File: src/rtl/alarm_scheduler_pkg.sv
// Shared types and constants for the alarm scheduler.
// Holds the FSM state encoding, ring_id codes and the counter and time-bus widths.
package alarm_scheduler_pkg;

    typedef enum logic [1:0] {
        ST_IDLE   = 2'd0,
        ST_RING   = 2'd1,
        ST_SNOOZE = 2'd2
    } state_e;

    localparam logic [1:0] RID_NONE = 2'b00;
    localparam logic [1:0] RID_A1   = 2'b01;
    localparam logic [1:0] RID_A2   = 2'b10;

    localparam int unsigned TIME_W = 16;   // {h10,h1,m10,m1} BCD
    localparam int unsigned SEC_W  = 8;
    localparam int unsigned MIN_W  = 6;
    localparam int unsigned SNZ_W  = 3;

endpackage

File: src/rtl/alarm_scheduler_if.sv
// Bundle of the scheduler's time, alarm, button and buzzer signals.
//  master: drives the strobes, time, alarms, enables and buttons; observes the outputs.
//  slave : the scheduler, which drives buzz, ring_id and snoozing.
interface alarm_scheduler_if;
    import alarm_scheduler_pkg::*;

    logic              sec_tick;
    logic              min_tick;
    logic [TIME_W-1:0] time_bcd;
    logic [TIME_W-1:0] alarm1;
    logic [TIME_W-1:0] alarm2;
    logic [1:0]        alm_en;
    logic              snooze;
    logic              dismiss;
    logic              buzz;
    logic [1:0]        ring_id;
    logic              snoozing;

    modport master (
        output sec_tick, min_tick, time_bcd, alarm1, alarm2, alm_en, snooze, dismiss,
        input  buzz, ring_id, snoozing
    );

    modport slave (
        input  sec_tick, min_tick, time_bcd, alarm1, alarm2, alm_en, snooze, dismiss,
        output buzz, ring_id, snoozing
    );

endinterface

File: src/rtl/alarm_match.sv
// Compares the running time with one stored alarm.
// Ports:
//  clock, reset   system clock and synchronous active-high reset
//  en             alarm enable
//  time_bcd       current time
//  alarm          stored alarm time
//  hit_c          single-cycle strobe on the first matching cycle of a minute
module alarm_match
    import alarm_scheduler_pkg::*;
(
    input  logic              clock,
    input  logic              reset,
    input  logic              en,
    input  logic [TIME_W-1:0] time_bcd,
    input  logic [TIME_W-1:0] alarm,
    output logic              hit_c
);

    logic eq_c;
    logic fired_d;
    logic fired_q;

    // fired stays set while the time equals the alarm, so each matching minute yields one hit
    always_comb begin
        eq_c    = (time_bcd == alarm);
        hit_c   = en && eq_c && !fired_q;
        fired_d = eq_c && (fired_q || hit_c);
    end

    always_ff @(posedge clock) begin
        if (reset) begin
            fired_q <= 1'b0;
        end else begin
            fired_q <= fired_d;
        end
    end

endmodule

File: src/rtl/alarm_scheduler.sv
// Alarm sequencer: IDLE/RING/SNOOZE FSM with a ring timeout, snooze timer and snooze limit.
// Ports:
//  clock, reset   system clock and synchronous active-high reset
//  bus (slave)    strobes, time, alarms, enables, buttons in; buzz, ring_id, snoozing out
module alarm_scheduler
    import alarm_scheduler_pkg::*;
#(
    parameter int unsigned RING_SECS  = 60,
    parameter int unsigned SNOOZE_MIN = 9,
    parameter int unsigned MAX_SNOOZE = 3
) (
    input logic               clock,
    input logic               reset,
    alarm_scheduler_if.slave  bus
);

    state_e           state_q, state_d;
    logic [SEC_W-1:0] sec_cnt_q, sec_cnt_d, sec_inc_c;
    logic [MIN_W-1:0] min_cnt_q, min_cnt_d, min_inc_c;
    logic [SNZ_W-1:0] snz_cnt_q, snz_cnt_d;
    logic [1:0]       ring_id_q, ring_id_d;
    logic             buzz_q, buzz_d;
    logic             snoozing_q, snoozing_d;
    logic             snooze_q, snooze_d;
    logic             dismiss_q, dismiss_d;
    logic             hit1_c, hit2_c;
    logic             snz_rise_c, dis_rise_c, act_en_c, go_idle_c;

    alarm_match u_match1 (
        .clock    (clock),
        .reset    (reset),
        .en       (bus.alm_en[0]),
        .time_bcd (bus.time_bcd),
        .alarm    (bus.alarm1),
        .hit_c    (hit1_c)
    );

    alarm_match u_match2 (
        .clock    (clock),
        .reset    (reset),
        .en       (bus.alm_en[1]),
        .time_bcd (bus.time_bcd),
        .alarm    (bus.alarm2),
        .hit_c    (hit2_c)
    );

    // Next state, counters and registered outputs
    always_comb begin
        state_d    = state_q;
        sec_cnt_d  = sec_cnt_q;
        min_cnt_d  = min_cnt_q;
        snz_cnt_d  = snz_cnt_q;
        ring_id_d  = ring_id_q;
        go_idle_c  = 1'b0;
        snooze_d   = bus.snooze;
        dismiss_d  = bus.dismiss;

        snz_rise_c = bus.snooze && !snooze_q;
        dis_rise_c = bus.dismiss && !dismiss_q;
        act_en_c   = (ring_id_q == RID_A2) ? bus.alm_en[1] : bus.alm_en[0];
        // saturating increments
        sec_inc_c  = (&sec_cnt_q) ? sec_cnt_q : sec_cnt_q + SEC_W'(bus.sec_tick);
        min_inc_c  = (&min_cnt_q) ? min_cnt_q : min_cnt_q + MIN_W'(bus.min_tick);

        case (state_q)
            ST_IDLE: begin
                // alarm 1 wins a simultaneous match; alarm 2 is not queued
                if (hit1_c) begin
                    state_d   = ST_RING;
                    ring_id_d = RID_A1;
                    sec_cnt_d = '0;
                end else if (hit2_c) begin
                    state_d   = ST_RING;
                    ring_id_d = RID_A2;
                    sec_cnt_d = '0;
                end
            end
            ST_RING: begin
                sec_cnt_d = sec_inc_c;
                if (!act_en_c || dis_rise_c) begin
                    go_idle_c = 1'b1;
                end else if (sec_inc_c == SEC_W'(RING_SECS)) begin
                    go_idle_c = 1'b1;
                end else if (snz_rise_c) begin
                    if (snz_cnt_q < SNZ_W'(MAX_SNOOZE)) begin
                        state_d   = ST_SNOOZE;
                        snz_cnt_d = snz_cnt_q + SNZ_W'(1);
                        min_cnt_d = '0;
                    end else begin
                        go_idle_c = 1'b1;
                    end
                end
            end
            ST_SNOOZE: begin
                min_cnt_d = min_inc_c;
                if (!act_en_c || dis_rise_c) begin
                    go_idle_c = 1'b1;
                end else if (min_inc_c == MIN_W'(SNOOZE_MIN)) begin
                    state_d   = ST_RING;
                    sec_cnt_d = '0;
                end
            end
            default: go_idle_c = 1'b1;
        endcase

        if (go_idle_c) begin
            state_d   = ST_IDLE;
            ring_id_d = RID_NONE;
            sec_cnt_d = '0;
            min_cnt_d = '0;
            snz_cnt_d = '0;
        end

        buzz_d     = (state_d == ST_RING);
        snoozing_d = (state_d == ST_SNOOZE);
    end

    always_ff @(posedge clock) begin
        if (reset) begin
            state_q    <= ST_IDLE;
            sec_cnt_q  <= '0;
            min_cnt_q  <= '0;
            snz_cnt_q  <= '0;
            ring_id_q  <= RID_NONE;
            buzz_q     <= 1'b0;
            snoozing_q <= 1'b0;
            snooze_q   <= 1'b0;
            dismiss_q  <= 1'b0;
        end else begin
            state_q    <= state_d;
            sec_cnt_q  <= sec_cnt_d;
            min_cnt_q  <= min_cnt_d;
            snz_cnt_q  <= snz_cnt_d;
            ring_id_q  <= ring_id_d;
            buzz_q     <= buzz_d;
            snoozing_q <= snoozing_d;
            snooze_q   <= snooze_d;
            dismiss_q  <= dismiss_d;
        end
    end

    assign bus.buzz     = buzz_q;
    assign bus.ring_id  = ring_id_q;
    assign bus.snoozing = snoozing_q;

endmodule

File: src/flat_wrapper.sv
// flat-port wrapper written by rule: the top's interface ports become plain ports
module alarm_scheduler_flat import alarm_scheduler_pkg::*;
#(
    parameter int unsigned RING_SECS  = 60,
    parameter int unsigned SNOOZE_MIN = 9,
    parameter int unsigned MAX_SNOOZE = 3
)
  (clock, reset, bus_sec_tick, bus_min_tick, bus_time_bcd, bus_alarm1, bus_alarm2, bus_alm_en, bus_snooze, bus_dismiss, bus_buzz, bus_ring_id, bus_snoozing);
  alarm_scheduler_if bus_i ();
  input logic clock;
  input logic reset;
  input wire logic [$bits(bus_i.sec_tick)-1:0] bus_sec_tick;
  input wire logic [$bits(bus_i.min_tick)-1:0] bus_min_tick;
  input wire logic [$bits(bus_i.time_bcd)-1:0] bus_time_bcd;
  input wire logic [$bits(bus_i.alarm1)-1:0] bus_alarm1;
  input wire logic [$bits(bus_i.alarm2)-1:0] bus_alarm2;
  input wire logic [$bits(bus_i.alm_en)-1:0] bus_alm_en;
  input wire logic [$bits(bus_i.snooze)-1:0] bus_snooze;
  input wire logic [$bits(bus_i.dismiss)-1:0] bus_dismiss;
  output wire logic [$bits(bus_i.buzz)-1:0] bus_buzz;
  output wire logic [$bits(bus_i.ring_id)-1:0] bus_ring_id;
  output wire logic [$bits(bus_i.snoozing)-1:0] bus_snoozing;
  assign bus_i.sec_tick = bus_sec_tick;
  assign bus_i.min_tick = bus_min_tick;
  assign bus_i.time_bcd = bus_time_bcd;
  assign bus_i.alarm1 = bus_alarm1;
  assign bus_i.alarm2 = bus_alarm2;
  assign bus_i.alm_en = bus_alm_en;
  assign bus_i.snooze = bus_snooze;
  assign bus_i.dismiss = bus_dismiss;
  assign bus_buzz = bus_i.buzz;
  assign bus_ring_id = bus_i.ring_id;
  assign bus_snoozing = bus_i.snoozing;
  alarm_scheduler #(.RING_SECS(RING_SECS), .SNOOZE_MIN(SNOOZE_MIN), .MAX_SNOOZE(MAX_SNOOZE)) u_core (.clock(clock), .reset(reset), .bus(bus_i));
endmodule
File: config.mk
export PLATFORM = sky130hd
export DESIGN_NAME = alarm_scheduler_flat
export DESIGN_NICKNAME = d
export VERILOG_FILES = /design/src/rtl/alarm_scheduler_pkg.sv /design/src/rtl/alarm_scheduler_if.sv /design/src/rtl/alarm_match.sv /design/src/rtl/alarm_scheduler.sv /design/src/flat_wrapper.sv
export SDC_FILE = /design/constraint.sdc
export NUM_CORES = 1
export LEC_CHECK = 0
export CAP_MARGIN = 25
export CORE_UTILIZATION = 30
export DETAILED_ROUTE_END_ITERATION = 16
export HOLD_SLACK_MARGIN = 0.02
export SYNTH_ARGS = -nofsm -noshare
export SYNTH_HDL_FRONTEND = slang
export SYNTH_HIERARCHICAL = 1
export SYNTH_SLANG_ARGS = --single-unit
File: constraint.sdc
create_clock -name clock -period 3 [get_ports clock]
set_input_delay 0.6 -clock clock [delete_from_list [all_inputs] [get_ports clock]]
set_output_delay 0.6 -clock clock [all_outputs]
set_load 0.01 [all_outputs]
==> results of run 1 <==
[layout by cell type (no fill, tap or decap), types with 3 or more instances in the layout]
master            n
nor3b_1           3
clkbuf_8          3
ha_1              5
nand3b_1          4
a221oi_1          3
dfxtp_1          27
nand2_1          12
nor2_1           21
o21ai_0          15
clkdlybuf4s50_1  59
nor3_1            5
buf_4            15
o211ai_1          3
a31oi_1           5
a2111oi_0         3
nand4_1           4
inv_1             7
nor2b_1           4
nor4_1            8
xor2_1           32
a21oi_1           8
nand3_1          12
[stage by stage]
| stage | std cells | setup TNS (ns) | utilization (%) | worst slack, ns | total power, mW |
|---|---|---|---|---|---|
| final | 378 | 0 | 43.70 | 0.2556 | 0.7279 |
| after global routing | 378 | 0 | 43.70 | 0.003957 | 0.7641 |
| after CTS | 378 | 0 | 43.60 | 0.1122 | 0.7372 |
| after detailed placement | 374 | -0.6861 | 42.83 | -0.1655 | 0.5153 |
| after global placement | 374 | -0.1529 | 42.83 | -0.06255 | 0.5143 |
| after floorplan | 229 | 0 | - | 0.6021 | 0.4189 |
[cells by family after synthesis]
logic type | synth area share, %
compound gates | 23.16
xor+xnor | 15.27
fa+ha+maj | 3.207
buf+inv | 3.720
flops | 27.71
mux | 1.026
simple gates | 25.91
[power by group through the flow]
| stage | combinational [mW] | clock (mW) | sequential [mW] |
|---|---|---|---|
| after floorplan | 0.0505 | 0 | 0.368 |
| after global placement | 0.146 | 0 | 0.368 |
| after detailed placement | 0.147 | 0 | 0.368 |
| after CTS | 0.147 | 0.230 | 0.360 |
| after global routing | 0.159 | 0.244 | 0.361 |
| final | 0.148 | 0.220 | 0.360 |
[cell type report]
type	instances	share of cell area (%)
multi-input combinational	189	48.71
clock buffer	3	1.497
tap	77	3.492
inverter	7	0.9524
timing repair buffer	74	25.49
clock inverter	1	0.2721
sequential	27	19.59
[flip-flops by register name, indices dropped and copies added (netlist names)]
| name | flops |
|---|---|
| u_core/state_q | 2 |
| u_core/bus.snoozing | 1 |
| u_core/u_match1/fired_q | 1 |
| u_core/snooze_q | 1 |
| u_core/bus.ring_id | 2 |
| u_core/min_cnt_q | 6 |
| u_core/dismiss_q | 1 |
| u_core/u_match2/fired_q | 1 |
| u_core/sec_cnt_q | 8 |
| u_core/bus.buzz | 1 |
| u_core/snz_cnt_q | 3 |
[worst min path at each step]
stage                          endpoint  cells after the start  slack [ns]
floorplan           u_core/snz_cnt_q[2]                      2        0.43
global placement    u_core/snz_cnt_q[2]                      2        0.44
detailed placement  u_core/snz_cnt_q[2]                      2        0.45
CTS                 u_core/snz_cnt_q[2]                      2        0.46
global route        u_core/snz_cnt_q[2]                      2        0.48
finish              u_core/snz_cnt_q[2]                      2        0.46
[layer usage]
metal	global-route usage, %	routed length, um
met1	21.75	2527
met2	28.93	2523
met3	3.077	126
met4	3.448	70
met5	0	0
[critical path, stage by stage]
cell	delay (ns)
clkdlybuf4s50_1	0.44
buf_4	0.15
xor2_1	0.14
nor4_2	0.33
nand4_1	0.19
nor3b_2	0.23
nor2_1	0.09
a21oi_1	0.20
inv_1	0.09
a211o_1	0.27
a221oi_2	0.20
==> run metrics, run 1 <==
cts repair resizes=0; layout cells sized above 1=11.30%; Mapped Cells=229; top post-synthesis cells by area=dfxtp_1, xor2_1, nor2_1; Hold Violations, Final=0; clk sinks=27; sequential share of the synthesized area=27.71%; area used by multi-input combinational logic=0.001344 mm2; Reg power frac=49.5%; htree depth=1; number of core rows=29; Final Cycle Share=91.48%; hpwl dp=4254 um; Combinational Power Share=20.4%; Slew @ Worst Pin=0.7237 ns; Ports=60; top-area cell type share of the netlist area=27.71%; crit path DAT=2.94 ns; Post-DP Area=0.002704 mm2; GRT overflow=0; later-pin clock latency in the skew report=0.28 ns; largest net degree at the start of global routing=17; CTS buffer count=3; crit path kind=input pin to register; Yosys Warn Count=6; gpl congestion=0.8262; Tmin final=2.744 ns; crit start category=input pin; Port Buffers=59; hold slack final=0.4597 ns; Pleak=0.9391 nW; Final ANT Viol Nets=0; CP required=3.19 ns; DRT Pass-1 Iters=4; R2R cell count=8; total track usage=16.79%; Die X=82.64 um; Avg Vias per Cell=5.124; RSZ-0062 raised after global routing=no; status=completed; Hold Buf Count CTS=0; CP startpoint=bus_time_bcd[8]; Async SR Flop Fraction=0%; RR Endpoint=u_core/min_cnt_q[0]; post-route clock skew=0.01355 ns; Clk pwr share=30.2%; final instance area=0.002759 mm2; total die area=0.006829 mm2; Max clock buf depth=2; WL final=5247 um; Highest Clock Rate=364.4 MHz; antenna cell count=0; peak supply drop=0.1375 mV; postcts setup bufs=0; Core Box Area=0.006314 mm2; Final Slew Violations=0; design internal power=0.5482 mW; Synth Flop Type=dfxtp_1; CP endpoint kind=register; Hold Path Origin=u_core/snz_cnt_q[2]; Clock transition at path regs=0.09 ns; Seq. cell area=540.5 um2; reg-to-reg setup timing slack=0.69 ns; Switching Share=24.68%; Synth cell types=53; Yosys reg bits=27; largest area contributor in the netlist=dfxtp_1; Area Overhead vs Synth=41.44%; DRC=0; first-pass GRT wire length=8838 um; vias=1937; R2R Path Start=u_core/sec_cnt_q[0]; hold crit path type=register to register; Post-synth EDFFs=0; capture point of the worst path=u_core/sec_cnt_q[3]; Critical Path Fanout Max=2; Max-slew headroom=51.38%; Mapped Area=0.001951 mm2; CTS tree=built; top cells by count, synth=xor2_1, dfxtp_1, nor2_1; die span in y=82.64 um; Max-Cap Viols=0; Starting Density=30.90%; CTS root buffer=clkbuf_8; switching power total=0.1797 mW; vias in the first global route=1882; initial DRC count=77; Nets=363; Power Density=263.8 mW/mm2; initial antenna violation count=0; post-DR wirelength/cell=13.88 um; Synthesized Nets=290; fillers=661; Final Setup Violations=0; cell with the most instances after synthesis=xor2_1; Syn Area/Cell=8.518 um2
Power figures use the tool's default switching activity.
==> run 2, diff against run 1 <==
--- a/config.mk
+++ b/config.mk
@@ -5,7 +5,7 @@
 export SDC_FILE = /design/constraint.sdc
 export NUM_CORES = 1
 export LEC_CHECK = 0
-export CAP_MARGIN = 25
+export CAP_MARGIN = 10
 export CORE_UTILIZATION = 30
 export DETAILED_ROUTE_END_ITERATION = 16
 export HOLD_SLACK_MARGIN = 0.02
==> results of run 2 <==
Final layout, timing and power as in run 1 (identical DEF).
==> run 3, diff against run 2 <==
--- a/config.mk
+++ b/config.mk
@@ -6,9 +6,10 @@
 export NUM_CORES = 1
 export LEC_CHECK = 0
 export CAP_MARGIN = 10
-export CORE_UTILIZATION = 30
+export CORE_UTILIZATION = 45
 export DETAILED_ROUTE_END_ITERATION = 16
 export HOLD_SLACK_MARGIN = 0.02
+export PLACE_DENSITY = 0.77
 export SYNTH_ARGS = -nofsm -noshare
 export SYNTH_HDL_FRONTEND = slang
 export SYNTH_HIERARCHICAL = 1
==> constraint.sdc (replaced) <==
create_clock -name clock -period 3 [get_ports clock]
set_input_delay 0.6 -clock clock [delete_from_list [all_inputs] [get_ports clock]]
set_output_delay 0.6 -clock clock [all_outputs]
set_load 0.005 [all_outputs]
==> run 3 against run 2 <==
  * Critical path depth is 1 lower
  * First-iteration DRC count up 87%
  * Largest power group unchanged
  * Die area fell by 33%
==> run metrics, run 3 (synthesis results as in run 1) <==
hpwl dp=4223 um; CTS root buffer=clkbuf_8; CTS buffer count=3; total track usage=24.41%; Combinational Power Share=20.7%; Layout Cells excl Fill=348; Tmin final=2.825 ns; Top Registers=u_core/sec_cnt_q x8, u_core/min_cnt_q x6, u_core/snz_cnt_q x3; clk sinks=27; Final Cycle Share=94.17%; number of core rows=23; R2R cell count=8; Critical Path Fanout Max=3; Ports=60; Nets=360; status=completed; Switching Share=23.52%; DRT Pass-1 Iters=4; design internal power=0.5485 mW; post-DR wirelength/cell=14.90 um; Max clock buf depth=2; first-pass GRT wire length=8521 um; post-route core utilization=66.23%; max FFs per register=8; largest net degree at the start of global routing=15; Max-slew headroom=54.83%; final instance area=0.002706 mm2; GRT overflow=0; most frequent cells in the layout=clkdlybuf4s50_1, xor2_1, dfxtp_1; CP endpoint kind=register; Max-Cap Viols=0; Die X=67.84 um; CP peak stage delay=0.45 ns; Area Overhead vs Synth=38.74%; Port Buffers=59; hold slack final=0.4579 ns; peak supply drop=0.1489 mV; later-pin clock latency in the skew report=0.27 ns; crit path DAT=3.01 ns; Clock transition at path regs=0.10 ns; antenna cell count=0; gpl congestion=0.8607; Starting Density=47.73%; htree depth=1; initial DRC count=144; total die area=0.004602 mm2; layout cells sized above 1=10.40%; crit path kind=input pin to register; Final ANT Viol Nets=0; Highest Clock Rate=354.0 MHz; R2R Path Start=u_core/sec_cnt_q[0]; die span in y=67.84 um; fillers=360; vias in the first global route=1817; Post-DP Area=0.002648 mm2; RSZ-0062 raised after global routing=no; Slowest cell on crit path=nor4_1; CP cell instances=clkdlybuf4s50_1, xor2_1, nor4_1, nand4_1, nor3b_2, nor2_1, a21oi_1, inv_1, a211o_1, a221oi_2; crit start category=input pin; RR Endpoint=u_core/min_cnt_q[1]; capture point of the worst path=u_core/sec_cnt_q[3]; DRC=0; Clk pwr share=29.1%; Final Slew Violations=0; CP startpoint=bus_time_bcd[8]; Slew @ Worst Pin=0.6724 ns; Reg power frac=50.2%; reg-to-reg setup timing slack=0.69 ns; most common cell after layout, fill and taps aside=clkdlybuf4s50_1; CTS tree=built; Final Setup Violations=0; CP required=3.18 ns; post-route clock skew=0.006462 ns; Largest Register=u_core/sec_cnt_q; Avg Vias per Cell=5.598; Core Box Area=0.004086 mm2; switching power total=0.1687 mW; Pleak=0.9255 nW; Hold Violations, Final=0; WL final=5185 um; initial antenna violation count=0; hold crit path type=register to register; Power Density=265.0 mW/mm2; vias=1948; dpl cells=344
run 3: changes by cell type in the layout (fill, tap and decap cells not counted), sizes merged:
cell,delta
clkinvlp,-1
clkbuf,+1
buf,-3
run 3: power groups by stage:
stage	clock [mW]	combinational, mW	sequential (mW)
floorplan	0	0.0505	0.368
global placement	0	0.144	0.368
detailed placement	0	0.146	0.368
CTS	0.212	0.147	0.360
global route	0.233	0.161	0.360
finish	0.208	0.149	0.360
run 3: final cells by class:
cell class,instances,area (um2),area share [%]
multi-input cells,189,1351,49.93
clock buffers,4,45.04,1.664
repair buffers,71,680.7,25.15
inverters,7,26.28,0.9709
flip-flops and latches,27,540.5,19.97
well taps,50,62.56,2.312
run 3: per-stage QoR:
step | setup WS (ns) | TNS [ns] | total power [mW]
after CTS | 0.2166 | 0 | 0.7190
after global placement | -0.01751 | -0.01751 | 0.5127
after global routing | 0.02551 | 0 | 0.7541
final | 0.1749 | 0 | 0.7171
after floorplan | 0.6021 | 0 | 0.4189
after detailed placement | -0.06434 | -0.1183 | 0.5147
run 3: worst min path at each step:
| stage | slack, ns | to | cells after the start | from |
|---|---|---|---|---|
| 4_1_cts | 0.45 | u_core/snz_cnt_q[2] | 2 | u_core/snz_cnt_q[2] |
| 3_5_place_dp | 0.44 | u_core/snz_cnt_q[2] | 2 | u_core/snz_cnt_q[2] |
| 6_report | 0.46 | u_core/snz_cnt_q[2] | 2 | u_core/snz_cnt_q[2] |
| 5_1_grt | 0.48 | u_core/snz_cnt_q[2] | 2 | u_core/snz_cnt_q[2] |
| 2_1_floorplan | 0.43 | u_core/snz_cnt_q[2] | 2 | u_core/snz_cnt_q[2] |
| 3_3_place_gp | 0.44 | u_core/snz_cnt_q[2] | 2 | u_core/snz_cnt_q[2] |
run 3: routing by layer:
metal	global-route usage [%]	up-vias	part of all wire (%)
met2	40.35	52	48
met5	0	-	0
met4	4.427	0	0.89
li1	-	994	-
met3	4.500	6	4.5
met1	33.17	896	47
run 3: worst max-delay path, delay by kind of cell:
kind / cells / cell delay (ns)
compound gates: 3 / 0.67
simple gates: 4 / 1.07
buf+inv: 2 / 0.52
xor+xnor: 1 / 0.15
run 3: repair_timing:
item	CTS	global route
resized for setup	0	3
hold buffers	0	0
setup endpoints to repair	0	2
buffers inserted	0	0
